==> src/rtl/serial_to_8way.sv <==
// serial_to_8way
// Deserializer: shifts single bits from a 1-bit valid/ready stream into an
// 8-bit word and presents the word plus its OR-reduction on a valid/ready
// output. The output register is a second buffer, so the next word can
// assemble while the previous one waits for the consumer.
//
// Ports
//   clk_i        clock, rising edge
//   rst_ni       asynchronous reset, active low
//   in_bit_i     serial data bit
//   in_valid_i   in_bit_i is valid this cycle
//   in_ready_o   block accepts in_bit_i this cycle
//   out_o        assembled word {a,b,c,d,e,f,g,h} = out_o[7:0]
//   out_any_o    OR of all bits of out_o, registered with out_o
//   out_valid_o  out_o / out_any_o hold a complete word
//   out_ready_i  consumer takes the word this cycle
//
// Output register FSM
//   state    | meaning
//   ST_EMPTY | no word held, out_valid_o = 0
//   ST_FULL  | complete word held in out_o, out_valid_o = 1

module serial_to_8way #(
  parameter int WIDTH     = 8,
  parameter bit MSB_FIRST = 1'b1
) (
  input  logic             clk_i,
  input  logic             rst_ni,
  input  logic             in_bit_i,
  input  logic             in_valid_i,
  output logic             in_ready_o,
  output logic [WIDTH-1:0] out_o,
  output logic             out_any_o,
  output logic             out_valid_o,
  input  logic             out_ready_i
);

  localparam int CW = $clog2(WIDTH);
  localparam logic [CW-1:0] CNT_LAST = CW'(WIDTH - 1);

  typedef enum logic {
    ST_EMPTY = 1'b0,
    ST_FULL  = 1'b1
  } state_e;

  state_e           state_q, state_d;
  logic [WIDTH-1:0] sr_q, sr_d;
  logic [CW-1:0]    cnt_q, cnt_d;
  logic [WIDTH-1:0] out_q, out_d;
  logic             out_any_q, out_any_d;

  logic             accept;
  logic             consume;
  logic             complete;
  logic [WIDTH-1:0] sr_shift;

  assign out_valid_o = (state_q == ST_FULL);

  // Only the completing bit can stall: it needs the output register free,
  // either already empty or being emptied on this same edge.
  assign in_ready_o = !((cnt_q == CNT_LAST) && out_valid_o && !out_ready_i);

  assign accept   = in_valid_i && in_ready_o;
  assign consume  = out_valid_o && out_ready_i;
  assign complete = accept && (cnt_q == CNT_LAST);

  // MSB-first: the first bit enters at bit 0 and is pushed up to the top.
  // LSB-first: the first bit enters at the top and is pushed down to bit 0.
  assign sr_shift = MSB_FIRST ? {sr_q[WIDTH-2:0], in_bit_i}
                              : {in_bit_i, sr_q[WIDTH-1:1]};

  // Shift register and bit counter
  always_comb begin
    sr_d  = sr_q;
    cnt_d = cnt_q;
    if (accept) begin
      sr_d  = sr_shift;
      cnt_d = (cnt_q == CNT_LAST) ? '0 : cnt_q + CW'(1);
    end
  end

  // Output register: loads the word including the completing bit. When a
  // word is held, completion can only happen together with a consume, so
  // the held value is never overwritten before it is taken.
  always_comb begin
    out_d     = out_q;
    out_any_d = out_any_q;
    if (complete) begin
      out_d     = sr_shift;
      out_any_d = |sr_shift;
    end
  end

  always_comb begin
    state_d = state_q;
    case (state_q)
      ST_EMPTY: begin
        if (complete) state_d = ST_FULL;
      end
      ST_FULL: begin
        // consume + completion on the same edge stays FULL with no bubble
        if (consume && !complete) state_d = ST_EMPTY;
      end
      default: state_d = ST_EMPTY;
    endcase
  end

  always_ff @(posedge clk_i or negedge rst_ni) begin
    if (!rst_ni) begin
      state_q   <= ST_EMPTY;
      sr_q      <= '0;
      cnt_q     <= '0;
      out_q     <= '0;
      out_any_q <= 1'b0;
    end else begin
      state_q   <= state_d;
      sr_q      <= sr_d;
      cnt_q     <= cnt_d;
      out_q     <= out_d;
      out_any_q <= out_any_d;
    end
  end

  assign out_o     = out_q;
  assign out_any_o = out_any_q;

endmodule

==> config.mk <==
export PLATFORM = sky130hd
export DESIGN_NAME = serial_to_8way
export DESIGN_NICKNAME = d
export VERILOG_FILES = /design/src/rtl/serial_to_8way.sv
export SDC_FILE = /design/constraint.sdc
export NUM_CORES = 1
export LEC_CHECK = 0
export CAP_MARGIN = 20
export CORE_MARGIN = 4
export CORE_UTILIZATION = 40
export DETAILED_ROUTE_END_ITERATION = 8
export PLACE_DENSITY = 0.63
export SYNTH_ARGS = -nofsm -noshare
export SYNTH_HDL_FRONTEND = slang
export SYNTH_SLANG_ARGS = --single-unit
==> constraint.sdc <==
create_clock -name clk_i -period 1.85 [get_ports clk_i]
set_input_delay 0.185 -clock clk_i [delete_from_list [all_inputs] [get_ports clk_i]]
set_output_delay 0.185 -clock clk_i [all_outputs]
set_load 0.005 [all_outputs]
==> results by group <==
Global route
  • GRT Residual Overflow: 0
  • Vias in the first global route: 500
  • Initial antenna violation count: 0
  • GRT Resource Usage Total: 11.19%
  • Largest net degree at the start of global routing: 21
  • First-pass GRT wire length: 2270 µm

Synthesis
  • Syn Inst Count: 52
  • Synth top area cells: dfrtp_1 (58%), mux2_4 (16%), mux2_2 (12%)
  • Synth cell types: 14
  • Synth top area share: 57.55%
  • YS warnings: 0
  • FF+latch count, synth: 20
  • Syn_area_per_cell: 16.72 µm²
  • Syn nets: 59
  • Part of the Yosys area used for sequential elements: a little under three fifths
  • Mapped Area: between 800 and 900 µm²
  • Synth area leader: dfrtp_1

Timing
  • WHS: about 0.22 ns
  • RSZ-0062 raised after global routing: false
  • Clock skew: 0.003329 ns
  • Least-Margin Pin Slew: between 0.3 and 0.4 ns
  • Endpoints failing setup: 0
  • Final min period: 1.688 ns
  • Rel. slew slack: 75.36%
  • Max-slew violations: 0
  • Maximum clock frequency: 592.5 MHz
  • Setup TNS: 0 ns
  • Hold Fails Final Rpt: 0
  • Fin crit share: between 90% and 100%

Clocking
  • H-tree levels: 1
  • Clock sink count: 20
  • CTS tree: yes
  • Clock transition at path regs: 0.11 ns
  • # hold bufs at CTS: 0
  • Root Buffer: clkbuf_4
  • CTS max path bufs: 2
  • Clock latency on the worst-skew pair: 0.29 ns
  • Num CTS Buffers: 3

Floorplan
  • Die footprint: 2984 µm²
  • Row count: 16
  • Vert. Die Dim: between 50 and 60 µm
  • Initial core utilization: 43.01%
  • Core footprint: 2022 µm²
  • IO Count: 16
  • Die Width: 54.63 µm

Placed design
  • Port bufs: 15
  • Post-DP HPWL: 959.9 µm
  • Placed Area: 1041 µm²
  • Gpl congestion: 0.6685

Hold path
  • Min-delay worst type: in -> async

Setup path
  • Critical path required time: 1.66 ns
  • Worst-case reg-to-reg path depth: 5
  • FF-to-FF Start: cnt_q[0]$_DFFE_PN0P_
  • CP Launch Point: cnt_q[0]$_DFFE_PN0P_
  • Crit Path Class: reg -> out
  • Worst Setup EP: in_ready_o
  • R2R setup slack: 0.23 ns
  • Critical path data arrival time: around 1.5 ns
  • Worst R2R End: out_o[1]$_DFFE_PN0P_
  • CP startpoint kind: flip-flop
  • CP Capture Type: primary output
  • Top fanout value on the critical path: 3

Layout
  • Design area: 1091 µm²
  • Area growth syn-to-layout: 25.47%
  • Fin nets: 81
  • Ant diodes: 0
  • Layout cells sized above 1: 39.73%
  • Filler cell count: 176

Power
  • Peak VDD IR: 0.0005498 V
  • Total Power: 1.563 mW
  • Leakage power figure: 0.4845 nW
  • Pwr per Cell Area: 1433 nW/µm²

Routing
  • Vias: 469
  • Antenna-violating nets left: 0
  • Final WL: 1373 µm
  • Vias/cell: 4.690
  • DR DRC count: 0
  • Detailed Route Iter0 Violations: 5
  • Wire per inst: 13.73 µm
  • Drt first pass iters: 2

Status
  • Status: completed

Run
  • MaxCap Viol Count: 0
[logic make-up (layout without fill, tap and decap cells)]
family | count (synthesis) | after routing | share of synthesized area [%]
multiplexers | 18 | 18 | 27.19
flip-flops | 20 | 20 | 57.55
AO/OA/AOI/OAI | 1 | 1 | 0.8636
AND/OR/NAND/NOR | 10 | 10 | 9.209
buffers and inverters | 1 | 22 | 2.302
adder cells (fa/ha/maj) | 2 | 2 | 2.877
[per-layer routing]
layer	vias up	GRT usage, %	wire length [µm]
met5	-	0	0
met4	0	8.714	23
met3	2	1.635	43
met2	7	17.52	695
met1	236	13.64	611
li1	224	-	-
[cell usage in the layout, fill, tap and decap left out, types with 2 or more instances in the layout]
cell type and count:
dfrtp_1 20, clkdlybuf4s50_1 14, clkbuf_4 3, mux2_4 9, ha_1 2, mux2_2 9, nor4_1 2, nand2_1 2
buf_4 3
[state kept, by name (all words and copies together), names as in the netlist]
name and count:
cnt_q 3, out_valid_o 1, out_any_o 1, out_o 8
sr_q 7
[per-stage QoR]
stage	utilization [%]	setup slack, ns	std cells
2_1_floorplan	-	0.3990	52
3_3_place_gp	51.49	0.1656	94
3_5_place_dp	51.49	0.1583	94
4_1_cts	53.96	0.1596	100
5_1_grt	53.96	0.07679	100
6_report	53.96	0.1623	100
[synthesized netlist by cell type (all sizes together)]
cell,count
nand3b,1
nor2b,1
nor4,2
nand2b,1
ha,2
dfrtp,20
mux2,18
nor3b,1
buf,1
a21o,1
nand2,4
[critical path: stages (launching register included)]
cell           delay [ns]
dfrtp_1              0.41
ha_1                 0.20
ha_1                 0.22
nand3b_1             0.13
dlygate4sd2_1        0.25
[worst min-delay path by stage]
stage                    startpoint              endpoint  slack (ns)  cells past startpoint
2_1_floorplan                rst_ni  cnt_q[0]$_DFFE_PN0P_       -0.11                      0
3_3_place_gp   cnt_q[1]$_DFFE_PN0P_  cnt_q[1]$_DFFE_PN0P_        0.49                      1
3_5_place_dp   cnt_q[1]$_DFFE_PN0P_  cnt_q[1]$_DFFE_PN0P_        0.50                      1
4_1_cts                      rst_ni  out_o[7]$_DFFE_PN0P_        0.21                      2
6_report                     rst_ni  out_o[7]$_DFFE_PN0P_        0.22                      2
5_1_grt                      rst_ni  out_o[7]$_DFFE_PN0P_        0.23                      2
[area by class of cell]
type / count / area, µm² / area share [%]
sequential: 20 / 500.5 / 45.87
multi-input combinational: 31 / 349.1 / 32.00
clock buffer: 4 / 36.28 / 3.326
tap: 27 / 33.78 / 3.096
timing repair buffer: 18 / 171.4 / 15.71
[repair_timing]
item / CTS / global route
setup endpoints to repair: 1 / 0
resized for setup: 1 / 0
endpoints found under the hold margin: 0 / 0
buffers inserted: 2 / 0
[report_power, final]
part	total, mW	internal, mW	switching [mW]
clock network	0.248	0.120	0.128
registers	0.739	0.615	0.124
logic	0.576	0.422	0.154
No activity file was read; power rests on OpenSTA's default activity.
